==> src/rtl/sfx_pkg.sv <==
// Shared types and the effect note ROM for the sound-effect scheduler.
package sfx_pkg;

    typedef enum logic [1:0] {
        SFX_GAME_OVER,
        SFX_LINE_CLEAR,
        SFX_DROP,
        SFX_ROTATE
    } sfx_id_t;

    typedef struct packed {
        logic [11:0] freq;
        logic [9:0]  dur;
    } sfx_note_t;

    typedef enum logic [1:0] {
        IDLE,
        LOAD,
        PLAY,
        NEXT
    } sfx_state_t;

    // A zero duration terminates an effect's note list early.
    function automatic sfx_note_t sfx_rom(input sfx_id_t id, input logic [1:0] idx);
        sfx_note_t  note;
        logic [3:0] key;
        key  = {id, idx};
        note = '{freq: 12'd0, dur: 10'd0};
        case (key)
            4'b00_00: note = '{freq: 12'd659,  dur: 10'd400};
            4'b00_01: note = '{freq: 12'd523,  dur: 10'd400};
            4'b00_10: note = '{freq: 12'd587,  dur: 10'd400};
            4'b00_11: note = '{freq: 12'd494,  dur: 10'd600};
            4'b01_00: note = '{freq: 12'd523,  dur: 10'd60};
            4'b01_01: note = '{freq: 12'd659,  dur: 10'd60};
            4'b01_10: note = '{freq: 12'd784,  dur: 10'd60};
            4'b01_11: note = '{freq: 12'd1047, dur: 10'd120};
            4'b10_00: note = '{freq: 12'd196,  dur: 10'd40};
            4'b11_00: note = '{freq: 12'd880,  dur: 10'd20};
            default:  note = '{freq: 12'd0,    dur: 10'd0};
        endcase
        return note;
    endfunction

endpackage

==> src/rtl/sfx_tick_gen.sv <==
// Free-running divider: one-cycle tick every FCLK/TICK_HZ clocks.
module sfx_tick_gen #(
    parameter int unsigned FCLK    = 50_000_000,
    parameter int unsigned TICK_HZ = 1000
) (
    input  logic clk,
    input  logic reset_n,
    output logic tick
);

    localparam int unsigned DIV   = FCLK / TICK_HZ;
    localparam int unsigned CNT_W = (DIV > 1) ? $clog2(DIV) : 1;
    localparam logic [CNT_W-1:0] TERM = CNT_W'(DIV - 1);

    logic [CNT_W-1:0] cnt_q;

    always_ff @(posedge clk or negedge reset_n) begin
        if (!reset_n) begin
            cnt_q <= '0;
        end else if (cnt_q == TERM) begin
            cnt_q <= '0;
        end else begin
            cnt_q <= cnt_q + CNT_W'(1);
        end
    end

    assign tick = (cnt_q == TERM);

endmodule

==> src/rtl/sfx_scheduler.sv <==
// Latches sound requests, arbitrates by fixed priority and sequences ROM notes.
// Optional feature: define SFX_PREEMPT_EN to let higher-priority requests abort playback.
module sfx_scheduler
    import sfx_pkg::*;
#(
    parameter int unsigned FCLK    = 50_000_000,
    parameter int unsigned TICK_HZ = 1000,
    parameter int unsigned NUM_REQ = 4
) (
    input  logic               clk,
    input  logic               reset_n,
    input  logic [NUM_REQ-1:0] req,
    input  logic               mute,
    output logic [11:0]        freq_hz,
    output logic               tone_en,
    output logic               busy,
    output logic [1:0]         active_id,
    output logic               done
);

    sfx_state_t         state_q, state_d;
    logic [NUM_REQ-1:0] pending_q, pending_d;
    logic [1:0]         load_id_q, load_id_d;
    logic [1:0]         active_id_q, active_id_d;
    logic [1:0]         note_idx_q, note_idx_d;
    logic [11:0]        freq_q, freq_d;
    logic [9:0]         ms_cnt_q, ms_cnt_d;
    logic               done_q, done_d;
    logic               tick;
    logic [1:0]         pick_id;
    logic [1:0]         next_idx;
    sfx_note_t          first_note, next_note;
`ifdef SFX_PREEMPT_EN
    logic               preempt;
`endif

    sfx_tick_gen #(
        .FCLK    (FCLK),
        .TICK_HZ (TICK_HZ)
    ) u_tick_gen (
        .clk     (clk),
        .reset_n (reset_n),
        .tick    (tick)
    );

    // Lowest set index wins.
    always_comb begin
        pick_id = 2'd0;
        for (int i = int'(NUM_REQ) - 1; i >= 0; i--) begin
            if (pending_q[i]) pick_id = 2'(i);
        end
    end

`ifdef SFX_PREEMPT_EN
    always_comb begin
        preempt = 1'b0;
        for (int i = 0; i < int'(NUM_REQ); i++) begin
            if (pending_q[i] && (2'(i) < active_id_q)) preempt = 1'b1;
        end
    end
`endif

    assign next_idx   = note_idx_q + 2'd1;
    assign first_note = sfx_rom(sfx_id_t'(load_id_q), 2'd0);
    assign next_note  = sfx_rom(sfx_id_t'(active_id_q), next_idx);

    always_comb begin
        state_d     = state_q;
        pending_d   = pending_q | req;
        load_id_d   = load_id_q;
        active_id_d = active_id_q;
        note_idx_d  = note_idx_q;
        freq_d      = freq_q;
        ms_cnt_d    = ms_cnt_q;
        done_d      = 1'b0;

        unique case (state_q)
            IDLE: begin
                if (pending_q != '0) begin
                    load_id_d = pick_id;
                    state_d   = LOAD;
                end
            end
            LOAD: begin
                // A request arriving this cycle for the same id keeps it pending.
                pending_d[load_id_q] = req[load_id_q];
                active_id_d          = load_id_q;
                note_idx_d           = 2'd0;
                freq_d               = first_note.freq;
                ms_cnt_d             = first_note.dur;
                state_d              = PLAY;
            end
            PLAY: begin
                if (tick) begin
                    if (ms_cnt_q != 10'd0) ms_cnt_d = ms_cnt_q - 10'd1;
                    if (ms_cnt_q <= 10'd1) state_d = NEXT;
                end
            end
            NEXT: begin
                if (note_idx_q == 2'd3 || next_note.dur == 10'd0) begin
                    done_d  = 1'b1;
                    freq_d  = 12'd0;
                    state_d = IDLE;
                end else begin
                    note_idx_d = next_idx;
                    freq_d     = next_note.freq;
                    ms_cnt_d   = next_note.dur;
                    state_d    = PLAY;
                end
            end
            default: state_d = IDLE;
        endcase

`ifdef SFX_PREEMPT_EN
        if ((state_q == PLAY || state_q == NEXT) && preempt) begin
            done_d    = 1'b1;
            freq_d    = freq_q;
            load_id_d = pick_id;
            state_d   = LOAD;
        end
`endif
    end

    always_ff @(posedge clk or negedge reset_n) begin
        if (!reset_n) begin
            state_q     <= IDLE;
            pending_q   <= '0;
            load_id_q   <= 2'd0;
            active_id_q <= 2'd0;
            note_idx_q  <= 2'd0;
            freq_q      <= 12'd0;
            ms_cnt_q    <= 10'd0;
            done_q      <= 1'b0;
        end else begin
            state_q     <= state_d;
            pending_q   <= pending_d;
            load_id_q   <= load_id_d;
            active_id_q <= active_id_d;
            note_idx_q  <= note_idx_d;
            freq_q      <= freq_d;
            ms_cnt_q    <= ms_cnt_d;
            done_q      <= done_d;
        end
    end

    assign freq_hz   = freq_q;
    assign tone_en   = (freq_q != 12'd0) && !mute;
    assign busy      = (state_q != IDLE);
    assign active_id = active_id_q;
    assign done      = done_q;

endmodule

==> config.mk <==
export PLATFORM = sky130hd
export DESIGN_NAME = sfx_scheduler
export DESIGN_NICKNAME = d
export VERILOG_FILES = /design/src/rtl/sfx_pkg.sv /design/src/rtl/sfx_tick_gen.sv /design/src/rtl/sfx_scheduler.sv
export SDC_FILE = /design/constraint.sdc
export NUM_CORES = 1
export LEC_CHECK = 0
export CORE_AREA = 2 2 99 101
export CTS_CLUSTER_SIZE = 14
export DETAILED_ROUTE_END_ITERATION = 8
export DIE_AREA = 0 0 101 103
export PLACE_DENSITY = 0.59
export SYNTH_ARGS = -nofsm -noshare
export SYNTH_HDL_FRONTEND = slang
export SYNTH_SLANG_ARGS = --single-unit
==> constraint.sdc <==
create_clock -name clk -period 2.8 [get_ports clk]
set_clock_uncertainty 0.1 [all_clocks]
set_input_delay 0.56 -clock clk [delete_from_list [all_inputs] [get_ports clk]]
set_output_delay 0.56 -clock clk [all_outputs]
set_load 0.05 [all_outputs]
* After elaboration in Yosys (flattened, before gate mapping)
Memories as Yosys holds them, arrays and structs flattened.
Cells that the tools add are included.
W data, S select, Z words.
** Operators by class
- Add/subtract/negate cells :: 3
- Magnitude comparators :: 3
- Eq/ne operators :: 13
- Muxes and demuxes :: 27
- Bitwise logic cells :: 1
- Reduce and logical (&&, ||, !) cells :: 17
** Operator list (count)
- $pmux W22 S4 :: 1
- $mux W10 :: 3
- $pmux W10 S3 :: 1
- $pmux W12 S2 :: 1
- $mux W2 :: 9
- $add A16 B1 Y16 const B :: 1
- $eq A16 B16 Y1 const B :: 1
- $mux W16 :: 1
- $mux W12 :: 1
- $reduce_bool A12 Y1 :: 1
- $eq A2 B2 Y1 const B :: 5
- $le A10 B1 Y1 const B :: 1
- $logic_not A10 Y1 :: 1
- $ne A2 B2 Y1 const B :: 5
- $reduce_bool A10 Y1 :: 1
- $sub A10 B1 Y10 const B :: 1
- $pmux W2 S4 :: 1
- $bwmux W4 :: 1
- $eq A2 B1 Y1 const B :: 2
- $logic_not A2 Y1 :: 2
- $mux W1 :: 4
- $mux W4 :: 1
- $or A4 B4 Y4 :: 1
- $pmux W2 S2 :: 1
- other kinds (14) :: 17
** Storage, ports and cells
- Bits in registers :: 51
- ROM bits :: 304
- Output and inout bits :: 17
- Memories kept :: 1
** Memories
- (no name shown) :: depth 16, width 19, read ports 1, clocked after memory_dff 0, write ports 0, RTL line sfx_pkg.sv:29 : case (key)

* Longest topological paths before layout
Gate-level depths: netlist (run 1).
- Depth after elaboration :: 6
- Depth in mapped cells :: 7
- Gate-level depth less buffers :: 7

* By module
A second synthesis (run 1) with hierarchy kept.
** Unflattened totals
- Cell total of the unflattened synthesis :: 293
- Area, all modules :: 2861.5 µm²
** By module, submodules not included
- sfx_scheduler :: times used 1, cells each 226, area an instance 2099.5 µm², sequential area each 850.8 µm²
- sfx_tick_gen :: times used 1, cells each 67, area an instance 762.0 µm², sequential area each 400.4 µm²

* Worst setup path before layout (run 1)
OpenSTA, ideal clock, no wires.
- Path type :: reg-to-output
- Start :: reg freq_q[2] (netlist: freq_hz[2])
- End :: out tone_en
- Arrival time :: 1654 ps
- Required time :: 2140 ps
- Path slack :: 486 ps
- Stages on the path, launching flop included :: 3
- Path through :: dfrtp_1 nor4_1 a31oi_1
** Between the ends
- Longest elaborated chain between the ends :: 2
** Ends and longest elaborated chain
- start: declaration :: RTL line sfx_scheduler.sv:26 : logic [11:0] freq_q, freq_d;
- start signal: assignment :: RTL line sfx_scheduler.sv:140 : freq_q <= freq_d;
- $reduce_bool A12 Y1 :: RTL line sfx_scheduler.sv:147 : assign tone_en = (freq_q != 12'd0) && !mute;
- $logic_and A1 B1 Y1 :: RTL line sfx_scheduler.sv:147
- end: declaration :: RTL line sfx_scheduler.sv:15 : output logic tone_en,
Every way passes these cells.

* Final worst setup path (run 1)
- Start :: reg active_id_q[0] (netlist: active_id[0])
- End :: out active_id[0]
** RTL lines
- start: declaration :: RTL line sfx_scheduler.sv:24 : logic [1:0] active_id_q, active_id_d;
- start signal: assignment :: RTL line sfx_scheduler.sv:138 : active_id_q <= active_id_d;
- end: declaration :: RTL line sfx_scheduler.sv:17 : output logic [1:0] active_id,
No word-level cell between the ends.

==> results.py, run 1 <==
metrics = {
    "status": {
        "status": "completed",
    },
    "route": {
        "routed_wl_mm": 6.52,
        "wire_per_inst_um": 14.7,
        "drt-initial-drc-count": 93,
        "vias": 2290,
        "antenna_left": 0,
        "first_pass_iters": 4,
        "detail_route.vias_per_cell": 5.15,
        "drc": 0,
    },
    "timing": {
        "min_period_ns": 2.47,
        "setup_viol": 0,
        "max_freq_ghz": 0.404,
        "tns_ns": 0,
        "rsz0062_at_grt": "no",
        "relSlewSlack_pct": 57.8,
        "hold_viol_final": 0,
        "hold-worst-slack_ns": 0.249,
        "slew_violations": 0,
        "fin_crit_sh_pct": 88.3,
        "worst_slew_pin_slew_ns": 0.633,
    },
    "finish": {
        "stdcell_area_sq_mm": 0.00334,
        "num_antenna_cells": 0,
        "stdcell_count": 445,
        "nNetsFinal": 353,
        "drive_above_1_share_pct": 10.9,
        "final_cell_mix": "dfrtp_1, nor2_1, o21ai_0",
        "area_growth_pct": 13.5,
        "final_common_cell": "dfrtp_1",
    },
    "floorplanning": {
        "io_pins": 24,
        "start_util_pct": 31.2,
        "die_h_um": 103,
        "num_rows": 36,
        "die_area_sq_mm": 0.0104,
        "core_sq_mm": 0.00946,
        "die_x_um": 101,
    },
    "pwr": {
        "p_seq_share_pct": 31.7,
        "power.density_mw_per_mm2": 1090,
        "finalPower_uw": 3650,
        "pwr-share-clk_pct": 11.1,
        "ir_drop_v": 0.000641,
        "switching_share_pct": 48.7,
        "internal_power_uw": 1870,
        "leakage_uw": 0.00140,
        "combPwrFrac_pct": 57.2,
        "switchingPower_uw": 1780,
    },
    "yosys": {
        "syn_nets": 333,
        "netlist_instances": 311,
        "synth_cell_types": 61,
        "postSynth.asyncResetShare_pct": 100,
        "ys_warn_count": 0,
        "syn-cell-area_sq_mm": 0.00295,
        "synth-seq-cells": 50,
        "synth-edff-count": 0,
        "yosysSeqAreaShare_pct": 42.5,
        "syn_area_per_cell_sq_um": 9.47,
        "ys.flop_type": "dfrtp_1",
    },
    "clock_network": {
        "cts_root_buf": "clkbuf_8",
        "hold_buffers": 0,
        "cts_buffer_depth": 2,
        "cts-buffers-inserted": 5,
        "clock-sinks": 50,
        "clk_latency_ns": 0.31,
        "cts_resized": 0,
        "clk_pin_slew_worst_paths_ns": 0.10,
        "cts_setup_buffers": 0,
        "cts_tree": "yes",
        "h-tree-depth": 2,
    },
    "critical_path": {
        "cp_data_required_time_ns": 2.14,
        "cp-end-kind": "output pin",
        "cp-start-kind": "flip-flop",
        "cp.arrival_ns": 1.81,
        "cp_num_buf_inv": 1,
        "crit_type": "flip-flop to output pin",
        "path_max_fanout": 11,
        "cpMaxStageDelayCell": "clkdlybuf4s50_1",
        "crit_chain": "clkdlybuf4s50_1",
        "path_delay_family": "buffers and inverters",
        "cpPeakStageDelay_ns": 0.89,
    },
    "placement": {
        "port_buffers": 22,
        "dp_cells": 438,
        "dpl-instance-area_sq_mm": 0.00326,
        "gp_congestion": 0.855,
        "dp_hpwl_mm": 4.77,
    },
    "run": {
        "maxCapViolations": 0,
    },
    "global_route": {
        "antenna_found_initial": 0,
        "grt_pass1_wl_mm": 11.2,
        "grt_max_degree": 51,
        "overflow": 0,
        "track_usage_pct": 13.4,
        "first_global_vias": 2295,
    },
    "min_path": {
        "min_path_type": "primary input to asynchronous set/reset pin",
    },
}
-- cells in the mapped netlist, types with 4 or more instances --
master,instances,area share [%]
a21oi_1,21,3.6
a31oi_1,9,1.9
clkbuf_1,8,1.0
dfrtp_1,50,42
ha_1,15,6.4
inv_1,16,2.0
mux2_2,4,1.5
mux2i_1,4,1.4
nand2_1,19,2.4
nand3_1,9,1.5
nor2_1,40,5.1
nor3_1,9,1.5
o21ai_0,22,3.7
o22ai_1,4,0.85
xnor2_1,5,1.5
xor2_1,7,2.1
-- registers in the layout (all words and copies together), names as in the netlist --
signal / count
ms_cnt_q: 10
active_id: 2
note_idx_q: 2
freq_hz: 11
load_id_q: 2
done: 1
pending_q: 4
state_q: 2
u_tick_gen.cnt_q: 16
-- power groups by stage --
stage               clock (uW)  sequential, uW  combinational (uW)
floorplan                    0            1400                1290
global placement             0            1170                2090
finish                     404            1160                2090
global route               453            1190                2310
CTS                        425            1160                2100
detailed placement           0            1170                2090
-- routing by layer --
layer	global-route usage, %	routed length, um
met5	0	0
met4	4.16	80
met3	2.31	152
met2	22.9	3190
met1	17.6	3100
-- kinds of logic (layout without fill, tap and decap cells) --
kind of cell | count (synthesis) | in the layout | synth area share [%]
and+or+nand+nor | 111 | 111 | 20.8
AOI/OAI and AO/OA | 83 | 83 | 18.7
DFF | 50 | 50 | 42.5
buffers and inverters | 31 | 51 | 5.10
adders and majority gates | 15 | 15 | 6.37
xor gates and xnor gates | 12 | 12 | 3.57
muxes | 8 | 8 | 2.89
other | 1 | 1 | 0.127
-- cell type report --
class | instances | area (sq um)
Multi-Input combinational cell | 230 | 1550
Sequential cell | 50 | 1250
Inverter | 17 | 63.8
Timing Repair Buffer | 27 | 260
Tap cell | 114 | 143
Clock inverter | 1 | 7.51
Clock buffer | 6 | 72.6
Fill cell | 976 | 6120
-- through the flow --
step / setup WS, ns / utilization, %
3_3_place_gp: 0.623 / 34.5
2_1_floorplan: 0.486 / -
3_5_place_dp: 0.571 / 34.5
5_1_grt: 0.255 / 35.3
6_report: 0.327 / 35.3
4_1_cts: 0.313 / 35.3
-- final timing paths --
check | from | to | slack, ns | cells after the start
setup / recovery | active_id[0] | active_id[0] | 0.33 | 1
hold / removal | reset_n | ms_cnt_q[3] | 0.25 | 2
setup reg to reg | note_idx_q[0] | ms_cnt_q[0] | 0.54 | 6
hold reg to reg | u_tick_gen.cnt_q[0] | u_tick_gen.cnt_q[0] | 0.39 | 1
max in group asynchronous | reset_n | note_idx_q[1] | 1.92 | 2
min in group clk | u_tick_gen.cnt_q[0] | u_tick_gen.cnt_q[0] | 0.39 | 1
No activity file was read; power rests on OpenSTA's default activity.
==> inputs of run 2 (changes only) <==
- SETUP_SLACK_MARGIN: unset -> 0.1
==> results of run 2 <==
The final DEF is identical to that of run 1; final timing and power are the same.
==> inputs of run 3 (changes only) <==
- CORE_AREA: 2 2 99 101 -> 3 3 100 102
- CTS_CLUSTER_SIZE: 14 -> 16
- DIE_AREA: 0 0 101 103 -> 0 0 103 105
==> results.py, run 3 (synthesis results as in run 1) <==
metrics = {
    "placement": {
        "dpl-instance-area_sq_mm": 0.00324,
        "port_buffers": 22,
        "dp_hpwl_mm": 4.65,
        "pre_cts_ws_ns": 0.565,
        "gp_congestion": 0.853,
    },
    "global_route": {
        "grt_max_degree": 51,
        "first_global_vias": 2290,
        "grt_pass1_wl_mm": 11.0,
        "overflow": 0,
        "antenna_found_initial": 0,
        "track_usage_pct": 12.5,
    },
    "run": {
        "maxCapViolations": 0,
    },
    "floorplanning": {
        "die_h_um": 105,
        "io_pins": 24,
        "die_x_um": 103,
        "num_rows": 35,
        "start_util_pct": 32.0,
        "die_area_sq_mm": 0.0108,
        "core_sq_mm": 0.00920,
    },
    "clock_network": {
        "clk_latency_ns": 0.30,
        "clk_pin_slew_worst_paths_ns": 0.09,
        "h-tree-depth": 2,
        "cts_buffer_depth": 2,
        "cts_resized": 0,
        "cts_tree": "yes",
        "cts-buffers-inserted": 5,
        "cts_root_buf": "clkbuf_8",
        "hold_buffers": 0,
        "cts_setup_buffers": 0,
        "clock-sinks": 50,
    },
    "timing": {
        "min_period_ns": 2.45,
        "fin_crit_sh_pct": 87.4,
        "relSlewSlack_pct": 57.5,
        "setup_ws_ns": 0.353,
        "worst_slew_pin_slew_ns": 0.637,
        "slew_violations": 0,
        "tns_ns": 0,
        "hold-worst-slack_ns": 0.266,
        "rsz0062_at_grt": "no",
        "setup_viol": 0,
        "hold_viol_final": 0,
        "max_freq_ghz": 0.409,
    },
    "pwr": {
        "leakage_uw": 0.00140,
        "power.density_mw_per_mm2": 1090,
        "finalPower_uw": 3630,
        "ir_drop_v": 0.000639,
    },
    "critical_path": {
        "path_max_fanout": 11,
        "cp_data_required_time_ns": 2.14,
        "path_delay_family": "buffers and inverters",
        "regToRegSetupSlack_ns": 0.54,
        "cp-start-kind": "flip-flop",
        "cpPeakStageDelay_ns": 0.89,
        "crit_chain": "clkdlybuf4s50_1",
        "cp.arrival_ns": 1.79,
        "crit_type": "flip-flop to output pin",
        "cp_num_buf_inv": 1,
        "cp-end-kind": "output pin",
        "cpMaxStageDelayCell": "clkdlybuf4s50_1",
    },
    "finish": {
        "nFillCells": 959,
        "final_common_cell": "dfrtp_1",
        "area_growth_pct": 12.7,
        "num_antenna_cells": 0,
        "final_cell_mix": "dfrtp_1, nor2_1, o21ai_0",
        "largest_register_ffs": 16,
        "drive_above_1_share_pct": 10.0,
        "stdcell_area_sq_mm": 0.00332,
        "nNetsFinal": 351,
        "regMostFlops": "u_tick_gen.cnt_q",
    },
    "route": {
        "wire_per_inst_um": 14.8,
        "vias": 2302,
        "drc": 0,
        "antenna_left": 0,
        "drt-initial-drc-count": 78,
        "detail_route.vias_per_cell": 5.23,
        "first_pass_iters": 4,
        "routed_wl_mm": 6.49,
    },
    "status": {
        "status": "completed",
    },
    "min_path": {
        "min_path_type": "primary input to asynchronous set/reset pin",
    },
}
[run 3: changes by cell type in the layout (fill, tap and decap cells not counted)]
cell        delta
clkinvlp_4     -1
buf_4          -2
clkbuf_1       +1
[run 3: power by group]
part / internal (uW) / switching (uW)
Combinational: 772 / 1270
Sequential: 912 / 285
Clock: 173 / 223
[run 3: final timing paths]
check / depth (start not counted) / from / to
setup / recovery: 1 / active_id[0] / active_id[0]
hold / removal: 2 / reset_n / u_tick_gen.cnt_q[5]
setup reg to reg: 7 / ms_cnt_q[0] / ms_cnt_q[8]
hold reg to reg: 1 / u_tick_gen.cnt_q[0] / u_tick_gen.cnt_q[0]
max in group asynchronous: 2 / reset_n / note_idx_q[1]
min in group clk: 1 / u_tick_gen.cnt_q[0] / u_tick_gen.cnt_q[0]
[run 3: through the flow]
stage          utilization (%)  cells
6_report                  36.1    440
5_1_grt                   36.1    440
4_1_cts                   36.1    440
3_5_place_dp              35.3    433
3_3_place_gp              35.3    433
2_1_floorplan                -    311
[run 3: routing by layer]
layer / vias to the layer above / part of all wire, % / GRT usage, %
met5: - / 0 / 0
met4: 0 / 0.59 / 2.59
li1: 1147 / - / -
met1: 1105 / 50 / 18.3
met2: 43 / 46 / 18.9
met3: 7 / 3.1 / 2.60
[run 3: final cells by class]
class	instances	area [sq um]	area share [%]
multi-input combinational	230	1550	46.5
sequential	50	1250	37.7
timing repair buffer	25	245	7.39
tap	111	139	4.18
clock buffer	7	76.3	2.30
inverter	17	63.8	1.92
